`src/rtl/vga_timing_gen.sv`:
```
// vga_timing_gen: raster counter and sync generator for a VGA-style DAC.
// Issues pixel coordinates to an upstream pixel source. Syncs, blank and
// the returned colour are re-aligned through a PIX_LAT-deep pipeline plus
// one output register, so that the colour lines up with its coordinate.
module vga_timing_gen #(
  parameter int H_ACTIVE = 640,
  parameter int H_FP     = 16,
  parameter int H_SYNC   = 96,
  parameter int H_BP     = 48,
  parameter int V_ACTIVE = 480,
  parameter int V_FP     = 10,
  parameter int V_SYNC   = 2,
  parameter int V_BP     = 33,
  parameter bit HS_POL   = 1'b0,
  parameter bit VS_POL   = 1'b0,
  parameter int PIX_LAT  = 2,
  parameter int COLOR_W  = 10,
  parameter int CNT_W    = 12
) (
  input  logic               CLK_PIX,
  input  logic               nRst,
  input  logic               iEn,
  input  logic [COLOR_W-1:0] iRed,
  input  logic [COLOR_W-1:0] iGreen,
  input  logic [COLOR_W-1:0] iBlue,
  output logic [CNT_W-1:0]   oX,
  output logic [CNT_W-1:0]   oY,
  output logic               oReq,
  output logic               oLineStart,
  output logic               oFrameStart,
  output logic [15:0]        oFrameCnt,
  output logic               VGA_CLK,
  output logic               VGA_HS,
  output logic               VGA_VS,
  output logic               VGA_BLANK,
  output logic               VGA_SYNC,
  output logic [COLOR_W-1:0] VGA_R,
  output logic [COLOR_W-1:0] VGA_G,
  output logic [COLOR_W-1:0] VGA_B
);

  localparam int H_TOTAL = H_ACTIVE + H_FP + H_SYNC + H_BP;
  localparam int V_TOTAL = V_ACTIVE + V_FP + V_SYNC + V_BP;

  localparam logic [CNT_W-1:0] H_LAST = CNT_W'(H_TOTAL - 1);
  localparam logic [CNT_W-1:0] V_LAST = CNT_W'(V_TOTAL - 1);
  localparam logic [CNT_W-1:0] H_VIS  = CNT_W'(H_ACTIVE);
  localparam logic [CNT_W-1:0] V_VIS  = CNT_W'(V_ACTIVE);
  localparam logic [CNT_W-1:0] HS_BEG = CNT_W'(H_ACTIVE + H_FP);
  localparam logic [CNT_W-1:0] HS_END = CNT_W'(H_ACTIVE + H_FP + H_SYNC);
  localparam logic [CNT_W-1:0] VS_BEG = CNT_W'(V_ACTIVE + V_FP);
  localparam logic [CNT_W-1:0] VS_END = CNT_W'(V_ACTIVE + V_FP + V_SYNC);

  // One beat of timing information travelling alongside the pixel request.
  typedef struct packed {
    logic hs;
    logic vs;
    logic req;
  } beat_t;

  logic             en_q;
  logic [CNT_W-1:0] hc_q, hc_d;
  logic [CNT_W-1:0] vc_q, vc_d;
  logic [15:0]      frame_cnt_q, frame_cnt_d;
  logic             run;
  logic             h_last;
  logic             v_last;
  beat_t            raw;
  beat_t            dly;

  // en_q marks that iEn was already high on the previous edge: the first
  // enabled edge only arms the raster, so (0,0) is presented for exactly one
  // cycle before counting begins, both after iEn rises and after reset.
  assign run    = iEn & en_q;
  assign h_last = (hc_q == H_LAST);
  assign v_last = (vc_q == V_LAST);

  // Next state of the raster position and the completed-frame count.
  always_comb begin
    // NOTE: every target gets a default first, so no path can infer a latch.
    hc_d        = hc_q;
    vc_d        = vc_q;
    frame_cnt_d = frame_cnt_q;
    if (!iEn) begin
      hc_d = '0;
      vc_d = '0;
    end else if (en_q) begin
      if (h_last) begin
        hc_d = '0;
        vc_d = v_last ? '0 : vc_q + 1'b1;
      end else begin
        hc_d = hc_q + 1'b1;
      end
      if (h_last && v_last) frame_cnt_d = frame_cnt_q + 16'd1;
    end
  end

  // Raster counter, frame counter and enable-history registers.
  always_ff @(posedge CLK_PIX or negedge nRst) begin
    if (!nRst) begin
      en_q        <= 1'b0;
      hc_q        <= '0;
      vc_q        <= '0;
      frame_cnt_q <= '0;
    end else begin
      // NOTE: non-blocking so every register samples pre-edge values.
      en_q        <= iEn;
      hc_q        <= hc_d;
      vc_q        <= vc_d;
      frame_cnt_q <= frame_cnt_d;
    end
  end

  assign oReq        = run & (hc_q < H_VIS) & (vc_q < V_VIS);
  assign oX          = oReq ? hc_q : '0;
  assign oY          = oReq ? vc_q : '0;
  assign oLineStart  = run & (hc_q == '0) & (vc_q < V_VIS);
  assign oFrameStart = run & (hc_q == '0) & (vc_q == '0);
  assign oFrameCnt   = frame_cnt_q;

  assign raw = '{hs:  run & (hc_q >= HS_BEG) & (hc_q < HS_END),
                 vs:  run & (vc_q >= VS_BEG) & (vc_q < VS_END),
                 req: oReq};

  if (PIX_LAT == 0) begin : g_no_pipe
    assign dly = raw;
  end else begin : g_pipe
    beat_t pipe_q [PIX_LAT];

    // Delay line matching the pixel source's latency.
    always_ff @(posedge CLK_PIX or negedge nRst) begin
      if (!nRst) begin
        // NOTE: the stages are cleared so syncs read inactive during reset.
        for (int i = 0; i < PIX_LAT; i++) pipe_q[i] <= '0;
      end else begin
        pipe_q[0] <= raw;
        for (int i = 1; i < PIX_LAT; i++) pipe_q[i] <= pipe_q[i-1];
      end
    end

    assign dly = pipe_q[PIX_LAT-1];
  end

  logic               hs_q, vs_q, blank_q;
  logic [COLOR_W-1:0] r_q, g_q, b_q;

  // Output register: syncs, blank, and colour gated by the aligned request.
  always_ff @(posedge CLK_PIX or negedge nRst) begin
    if (!nRst) begin
      hs_q    <= 1'b0;
      vs_q    <= 1'b0;
      blank_q <= 1'b0;
      r_q     <= '0;
      g_q     <= '0;
      b_q     <= '0;
    end else begin
      hs_q    <= dly.hs;
      vs_q    <= dly.vs;
      blank_q <= dly.req;
      r_q     <= dly.req ? iRed   : '0;
      g_q     <= dly.req ? iGreen : '0;
      b_q     <= dly.req ? iBlue  : '0;
    end
  end

  assign VGA_CLK   = CLK_PIX;
  assign VGA_HS    = ~(hs_q ^ HS_POL);
  assign VGA_VS    = ~(vs_q ^ VS_POL);
  assign VGA_BLANK = blank_q;
  assign VGA_SYNC  = 1'b1;
  assign VGA_R     = r_q;
  assign VGA_G     = g_q;
  assign VGA_B     = b_q;

endmodule

```
`config.mk`:
```
export PLATFORM = sky130hd
export DESIGN_NAME = vga_timing_gen
export DESIGN_NICKNAME = d
export VERILOG_FILES = /design/src/rtl/vga_timing_gen.sv
export SDC_FILE = /design/constraint.sdc
export NUM_CORES = 1
export LEC_CHECK = 0
export BUFFER_PORTS_ARGS = -buffer_cell sky130_fd_sc_hd__buf_2
export CELL_PAD_IN_SITES_DETAIL_PLACEMENT = 2
export CELL_PAD_IN_SITES_GLOBAL_PLACEMENT = 2
export CORE_AREA = 2 2 107 109
export DETAILED_ROUTE_END_ITERATION = 8
export DIE_AREA = 0 0 109 111
export PLACE_DENSITY_LB_ADDON = 0.1
export SYNTH_ARGS = -nofsm -noshare
export SYNTH_HDL_FRONTEND = slang
export SYNTH_SLANG_ARGS = --single-unit
export TNS_END_PERCENT = 10
```
`constraint.sdc`:
```
create_clock -name CLK_PIX -period 2.65 [get_ports CLK_PIX]
set_input_delay 0.265 -clock CLK_PIX [delete_from_list [all_inputs] [get_ports CLK_PIX]]
set_output_delay 0.265 -clock CLK_PIX [all_outputs]
set_load 0.005 [all_outputs]
```
# After elaboration in Yosys (flattened, before gate mapping)
# Index checks and enable logic that the tools add are counted.
[word_totals]
regBits = 80
inputBits = 33
out_inout_bits = 78
[classes]
addsub = 3
n_lt_le_gt_ge = 6
n_eq_ne = 4
muxes = 12
bitwise = 12
n_reduce_logical = 5
[ops]
columns = ["operator", "count"]
rows = [
  ["12-bit 2-to-1 mux", 9],
  ["10-bit 2-to-1 mux", 3],
  ["12-bit by 1-bit adder with 12-bit output, second input constant", 2],
  ["12-bit by 10-bit == test with 1-bit output, second input constant", 2],
  ["12-bit logical NOT", 2],
  ["12-bit by 10-bit < comparator with 1-bit output, second input constant", 2],
  ["12-bit by 9-bit < comparator with 1-bit output, second input constant", 2],
  ["16-bit by 1-bit adder with 16-bit output, second input constant", 1],
  ["12-bit by 10-bit >= comparator with 1-bit output, second input constant", 1],
  ["12-bit by 9-bit >= comparator with 1-bit output, second input constant", 1],
  ["1-bit bitwise AND", 10],
  ["2-bit by 1-bit inequality test with 1-bit output, second input constant", 2],
  ["3-bit AND reduction", 1],
  ["1-bit NOT", 2],
  ["2-bit AND reduction", 1],
  ["1-bit logical AND", 1],
]

# Longest topological paths before layout
# Gate-level depths: netlist (run 1).
[logic_depth]
word_depth = 5
mapped_depth = 8

==> impl_metrics.py, run 1 <==
metrics = {
    "routing": {
        "first_pass_iters": 4,
        "drc": 0,
        "avgRoutedWirePerCell_microns": 16.88,
        "routed_wl_microns": 10140,
        "viasPerCell": 4.895,
        "ant_nets": 0,
        "vias": 2942,
        "drt_iter0_drc": 117,
    },
    "synth": {
        "synthArstFlopShare": 1.000,
        "synth_top_area_frac": 0.5527,
        "synth_mux_area_frac": 0.005872,
        "synth.ff_latch_count": 80,
        "synth_area_leader_cell": "dfrtp_1",
        "synth_compound_area_frac": 0.04249,
        "yosys.area_share.simple": 0.2815,
        "synth_cells": 335,
        "synth_area_leaders": "dfrtp_1, and2_1, xnor2_1",
        "avgSynthCellArea_sq_um": 10.81,
        "yosys_warnings": 0,
        "yosysMostFrequentCell": "dfrtp_1",
        "synthTopCellsByCount": "dfrtp_1, and2_1, nand2_1, nand4_1, nor2_1",
        "synth_top_family_by_area": "simple AND/OR/NAND/NOR gates",
        "syn-cell-area_sq_um": 3622,
        "yosysSeqAreaShare": 0.5527,
        "yosys.area_share.xor_xnor": 0.05803,
        "synthAdderAreaFrac": 0.01727,
        "synth-edff-count": 0,
        "ys.flop_type": "dfrtp_1",
        "ys_types": 42,
    },
    "sta": {
        "finalCritPeriodShare": 0.9649,
        "fin_crit_ns": 2.557,
        "setup_viol": 0,
        "final_hold_viol_count": 0,
        "relSlewSlack": 0.5302,
        "worst_pin_slew_ns": 0.7047,
        "drv_slew": 0,
        "fmax_mhz": 391.1,
        "fin_tns_setup_ns": 0,
        "rsz0062_at_grt": "false",
        "fin_ws_ns": 0.09312,
        "final.setup_skew_ns": 0.005914,
    },
    "setup_path": {
        "critPathLaunch": "vc_q[5]",
        "r2r_cells": 7,
        "r2r_end": "vc_q[7]",
        "start_kind": "flop",
        "max_stage_delay_ns": 0.44,
        "crit_chain": "and4_4 > or4_4 > nor3b_4 > buf_6 > and2_1 > buf_2",
        "end_kind": "primary output",
        "critPathMaxFanout": 8,
        "cp-endpoint": "oY[0]",
        "critPathTopFamily": "simple AND/OR/NAND/NOR gates",
        "cp.depth": 6,
        "cpMaxStageDelayCell": "or4_4",
        "worstPathArrival_ns": 2.29,
        "worstPathBufferInverterCount": 2,
        "path_class": "reg -> out",
        "crit_required_ns": 2.38,
        "r2r-start": "hc_q[0]",
        "ff2ff_setup_slack_ns": 0.52,
    },
    "global_route": {
        "grt_pass1_vias": 3144,
        "grt-ovfl-total": 0,
        "grt_max_degree": 39,
        "antenna_found_initial": 0,
        "grt_pass1_wl_microns": 16290,
        "track_usage": 0.1764,
    },
    "clock_tree": {
        "insertion_delay_ns": 0.44,
        "tritoncts": "yes",
        "path_clk_slew_ns": 0.06,
    },
    "finish": {
        "area_growth_syn_to_layout_pct": 31.78,
        "n_antenna_cell": 0,
        "layout.nets": 491,
        "n_fill_cell": 1173,
        "drive_gt1_frac": 0.3275,
    },
    "floorplan": {
        "initial_core_util": 0.3270,
        "die_area_sq_um": 12100,
        "die_y_microns": 111,
        "die_w_microns": 109,
        "rows": 39,
        "io_pins": 111,
        "coreArea_sq_um": 11080,
    },
    "pwr": {
        "p_per_area_nw_per_um2": 629.6,
        "ir_worst_vdd_mv": 0.4025,
        "p_leak_nw": 2.425,
    },
    "placed_design": {
        "io_buffers": 104,
        "dp.final_hpwl_microns": 6866,
        "place_ws_ns": 0.4652,
        "routabilityCongestion": 0.7167,
    },
    "status": {
        "status": "finished, final reports clean",
    },
    "job": {
        "cap_violations": 0,
    },
    "hold_path": {
        "min_path_cells": 2,
        "hold_path.class": "in -> reg",
    },
}
## flip-flops by register name (all words and copies together), names as in the netlist
name,flops
hs_q,1
VGA_BLANK,1
vs_q,1
dly,3
VGA_G,10
vc_q,12
hc_q,12
VGA_R,10
VGA_B,10
en_q,1
g_pipe.pipe_q,3
oFrameCnt,16
## repair_timing
action                                  in CTS  in global routing
endpoints found under the setup margin       1                 17
hold endpoints to repair                    36                  0
pin swaps                                    0                  1
gates resized for setup                      2                  9
buffers inserted                             0                  5
hold buffers                                 1                  0
gates cloned                                 0                  1
## metrics by stage
| step | hold slack, ns | cells | cell area (sq um) | utilization | total power [W] |
|---|---|---|---|---|---|
| floorplan | -0.03059 | 339 | 3637 | - | 0.001355 |
| global placement | 0.2729 | 575 | 4288 | 0.3871 | 0.001429 |
| finish | 0.03047 | 601 | 4773 | 0.4309 | 0.003005 |
| detailed placement | 0.2756 | 575 | 4288 | 0.3871 | 0.001434 |
| global route | 0.02740 | 601 | 4773 | 0.4309 | 0.003125 |
| CTS | 0.01978 | 595 | 4708 | 0.4251 | 0.003041 |
## final cells by class
| class | count | area (sq um) | share of cell area |
|---|---|---|---|
| Inverter | 9 | 33.78 | 0.007077 |
| Multi-Input combinational cell | 231 | 1503 | 0.3148 |
| Timing Repair Buffer | 118 | 640.6 | 0.1342 |
| Tap cell | 143 | 178.9 | 0.03748 |
| Sequential cell | 80 | 2007 | 0.4204 |
| Clock inverter | 6 | 91.34 | 0.01913 |
| Clock buffer | 14 | 319.1 | 0.06684 |
## worst min-delay path by stage
stage                   start   endpoint  slack [ns]
finish              iGreen[5]   VGA_G[5]        0.03
global route         iBlue[5]   VGA_B[5]        0.03
CTS                 iGreen[5]   VGA_G[5]        0.02
detailed placement       nRst   VGA_R[4]        0.28
global placement         nRst   VGA_R[9]        0.27
floorplan                nRst  VGA_BLANK       -0.03
## cell usage in the layout, fill, tap and decap left out, drive strengths merged, types with 2 or more instances in the layout
cell,synthesis,layout
buf,12,118
dfrtp,80,80
and2,59,59
nand2,23,23
nand4,18,18
nor2,16,16
xnor2,14,14
clkbuf,7,13
nand3,12,12
xor2,10,10
inv,9,10
and3,9,9
a21oi,9,9
o21ai,9,9
or3,8,8
conb,2,6
ha,5,5
nor4,5,5
nor3,3,3
nor2b,3,3
nor3b,3,3
or4,3,3
and4,3,3
a21boi,3,3
clkinv,0,3
bufinv,0,2
nor4b,2,2
## power by group
part	total, W	internal (W)	switching, W	leakage, nW
clock network	0.00161	0.00106	0.000551	0.204
registers	0.00126	0.00124	0.0000148	1.09
logic	0.000137	0.0000590	0.0000782	1.13
## layer usage
metal / track usage / routed length [microns] / vias to the layer above
met5: 0 / 0 / -
met4: 0.06496 / 150 / 0
met3: 0.05350 / 617 / 13
met2: 0.2828 / 4873 / 85
met1: 0.2224 / 4503 / 1486
li1: - / - / 1358
## kinds of logic after synthesis
kind of cell / Yosys count
buffers and inverters: 28
XOR/XNOR: 24
other: 2
AND/OR/NAND/NOR: 168
flip-flops: 80
multiplexers: 2
adder cells (fa/ha/maj): 5
AO/OA/AOI/OAI: 26
No activity file was read; power rests on OpenSTA's default activity.
==> inputs of run 2 (changes only) <==
--- a/config.mk
+++ b/config.mk
@@ -5,12 +5,13 @@
 export SDC_FILE = /design/constraint.sdc
 export NUM_CORES = 1
 export LEC_CHECK = 0
+export ABC_AREA = 1
 export BUFFER_PORTS_ARGS = -buffer_cell sky130_fd_sc_hd__buf_2
 export CELL_PAD_IN_SITES_DETAIL_PLACEMENT = 2
 export CELL_PAD_IN_SITES_GLOBAL_PLACEMENT = 2
-export CORE_AREA = 2 2 107 109
+export CORE_AREA = 2 2 118 120
 export DETAILED_ROUTE_END_ITERATION = 8
-export DIE_AREA = 0 0 109 111
+export DIE_AREA = 0 0 120 122
 export PLACE_DENSITY_LB_ADDON = 0.1
 export SYNTH_ARGS = -nofsm -noshare
 export SYNTH_HDL_FRONTEND = slang
==> run 2 against run 1 <==
Utilization down 3.6 points; synthesized cell count grew 56%; sequential power grew 3%; clock skew barely moved; combinational power grew 91%; cell area rose by 12%; critical path depth is 2 higher; sequential share of layout area is 4.5 points lower; clock power fell by 4%; wire length is 35% higher; setup slack improved by 0.17 ns; via count up 30%; critical path type unchanged; critical endpoint is now oX[6]; highest routed layer unchanged.
==> impl_metrics.py, run 2 <==
metrics = {
    "finish": {
        "n_antenna_cell": 0,
        "final_common_cell": "nand2_1",
        "fin_util": 0.3946,
        "largest_reg_flops": 16,
        "drive_gt1_frac": 0.2303,
        "layout.nets": 693,
        "layout_common_cells": "nand2_1, buf_2, dfrtp_1, inv_1, nor2_1",
        "area_growth_syn_to_layout_pct": 31.98,
    },
    "synth": {
        "synthTopCellsByCount": "nand2_1, dfrtp_1, inv_1, nor2_1, nand3_1",
        "synth_cells": 522,
        "yosysSeqAreaShare": 0.4958,
        "ys.flop_type": "dfrtp_1",
        "synth_area_leaders": "dfrtp_1, nand2_1, inv_1",
        "yosysMostFrequentCell": "nand2_1",
        "synthArstFlopShare": 1.000,
        "ys_types": 27,
        "avgSynthCellArea_sq_um": 7.735,
        "synth_top_area_frac": 0.4958,
        "yosys_warnings": 0,
        "synth.ff_latch_count": 80,
        "syn-cell-area_sq_um": 4038,
        "synth-edff-count": 0,
        "synth_area_leader_cell": "dfrtp_1",
    },
    "setup_path": {
        "ff2ff_setup_slack_ns": 0.90,
        "r2r-start": "vc_q[0]",
        "worstPathBufferInverterCount": 3,
        "max_stage_delay_ns": 0.38,
        "r2r_cells": 10,
        "r2r_end": "oFrameCnt[5]",
        "crit_chain": "nand2_1 > inv_1 > nand3_1 > nor2_1 > nand2_1 > buf_4 > nor2_1 > buf_2",
        "cpMaxStageDelayCell": "dfrtp_1",
        "critPathTopFamily": "simple AND/OR/NAND/NOR gates",
        "worstPathArrival_ns": 2.12,
        "crit_required_ns": 2.38,
        "end_kind": "primary output",
        "path_class": "reg -> out",
        "critPathMaxFanout": 14,
        "start_kind": "flop",
    },
    "pwr": {
        "intPower_w": 0.002311,
        "sw_frac_of_total": 0.2569,
        "p_per_area_nw_per_um2": 583.7,
        "power_switching_w": 0.0007990,
        "ir_worst_vdd_mv": 0.2864,
        "pwr-share-comb": 0.084,
        "p_clk_frac": 0.500,
        "p_leak_nw": 2.900,
        "p_seq_frac": 0.416,
    },
    "routing": {
        "drt_iter0_drc": 172,
        "routed_wl_microns": 13680,
        "drc": 0,
        "ant_nets": 0,
        "vias": 3810,
        "viasPerCell": 4.536,
        "first_pass_iters": 4,
        "avgRoutedWirePerCell_microns": 16.29,
    },
    "global_route": {
        "track_usage": 0.2056,
        "antenna_found_initial": 0,
        "grt_pass1_wl_microns": 22840,
        "grt-ovfl-total": 0,
        "grt_pass1_vias": 4360,
        "grt_max_degree": 44,
    },
    "job": {
        "cap_violations": 0,
    },
    "floorplan": {
        "rows": 43,
        "initial_core_util": 0.2990,
        "io_pins": 111,
        "die_w_microns": 120,
        "die_y_microns": 122,
        "coreArea_sq_um": 13500,
        "die_area_sq_um": 14640,
    },
    "clock_tree": {
        "tritoncts": "yes",
        "path_clk_slew_ns": 0.06,
        "insertion_delay_ns": 0.47,
    },
    "status": {
        "status": "finished, final reports clean",
    },
    "hold_path": {
        "min_path_cells": 3,
        "hold_path.class": "in -> reg",
        "whs_endpoint": "VGA_G[4]",
        "hp-start": "iGreen[4]",
    },
    "sta": {
        "worst_pin_slew_ns": 0.9701,
        "drv_slew": 0,
        "final_hold_viol_count": 0,
        "fin_crit_ns": 2.387,
        "fin_tns_setup_ns": 0,
        "final.setup_skew_ns": 0.006053,
        "setup_viol": 0,
        "relSlewSlack": 0.3533,
        "rsz0062_at_grt": "false",
        "fmax_mhz": 419.0,
        "finalCritPeriodShare": 0.9007,
    },
    "placed_design": {
        "routabilityCongestion": 0.8110,
        "dp.final_hpwl_microns": 9460,
        "io_buffers": 104,
    },
}
[run 2: what timing repair did]
item                                   in CTS  in global routing
hold buffers                               23                  0
gates resized for setup                     0                  0
endpoints found under the hold margin      63                  0
buffers inserted                            0                  0
[run 2: stage by stage]
stage	instances	power [W]	hold WS [ns]	worst slack, ns	cell area (sq um)
after CTS	840	0.003166	0.001021	0.2043	5329
after detailed placement	798	0.001572	0.3002	0.7578	4720
after global routing	840	0.003251	0.01118	0.07091	5329
after global placement	798	0.001557	0.2981	0.8543	4720
after floorplan	526	0.001450	-0.03059	0.9493	4053
final	840	0.003110	0.004167	0.2632	5329
[run 2: how the worst max path moves through the flow]
| stage | endpoint | from | depth (start not counted) | slack, ns |
|---|---|---|---|---|
| final | oX[6] | en_q | 8 | 0.26 |
| after global routing | oX[8] | en_q | 8 | 0.07 |
| after CTS | oX[8] | en_q | 8 | 0.20 |
| after detailed placement | oY[2] | en_q | 8 | 0.76 |
| after global placement | oX[5] | en_q | 8 | 0.85 |
| after floorplan | VGA_CLK | CLK_PIX | 1 | 0.95 |
[run 2: logic make-up after synthesis]
| group | synth area share |
|---|---|
| AO/OA/AOI/OAI | 0.04091 |
| XOR/XNOR | 0.02820 |
| adder cells (fa/ha/maj) | 0.01549 |
| buffers and inverters | 0.1094 |
| flip-flops | 0.4958 |
| other | 0.001860 |
| AND/OR/NAND/NOR | 0.3083 |
[run 2: final cells by class]
type	count	area, sq um
fillers	1595	8175
clock inverters	7	78.83
inverters	82	307.8
repair buffers	133	800.8
flip-flops and latches	80	2002
well taps	180	225.2
multi-input cells	345	1609
clock buffers	13	305.3
[run 2: worst reg2reg max path, stage by stage, from the launching register on]
cell and delay, ns:
dfrtp_1 0.40, inv_1 0.13, ha_1 0.19, nand2_1 0.09, nor2_2 0.11, nand2_1 0.07
nor2_2 0.14, nand2_2 0.10, buf_4 0.23, nand2_1 0.10, o21ai_0 0.08
[run 2: layer usage]
layer  vias to the layer above  global-route usage  wire [microns]  part of all wire
met3                        16             0.04448             529             0.039
met5                         -                   0               0                 0
met1                      1858              0.2445            6075              0.44
met2                        84              0.3572            6821              0.50
met4                         0             0.09118             257             0.019
li1                       1852                   -               -                 -
[run 2: power by group through the flow]
stage / sequential, W / clock [W] / combinational, W
finish: 0.00130 / 0.00155 / 0.000261
detailed placement: 0.00132 / 0.0000164 / 0.000237
global route: 0.00130 / 0.00164 / 0.000306
floorplan: 0.00131 / 0.0000245 / 0.000120
CTS: 0.00129 / 0.00160 / 0.000267
global placement: 0.00132 / 0.0000164 / 0.000225
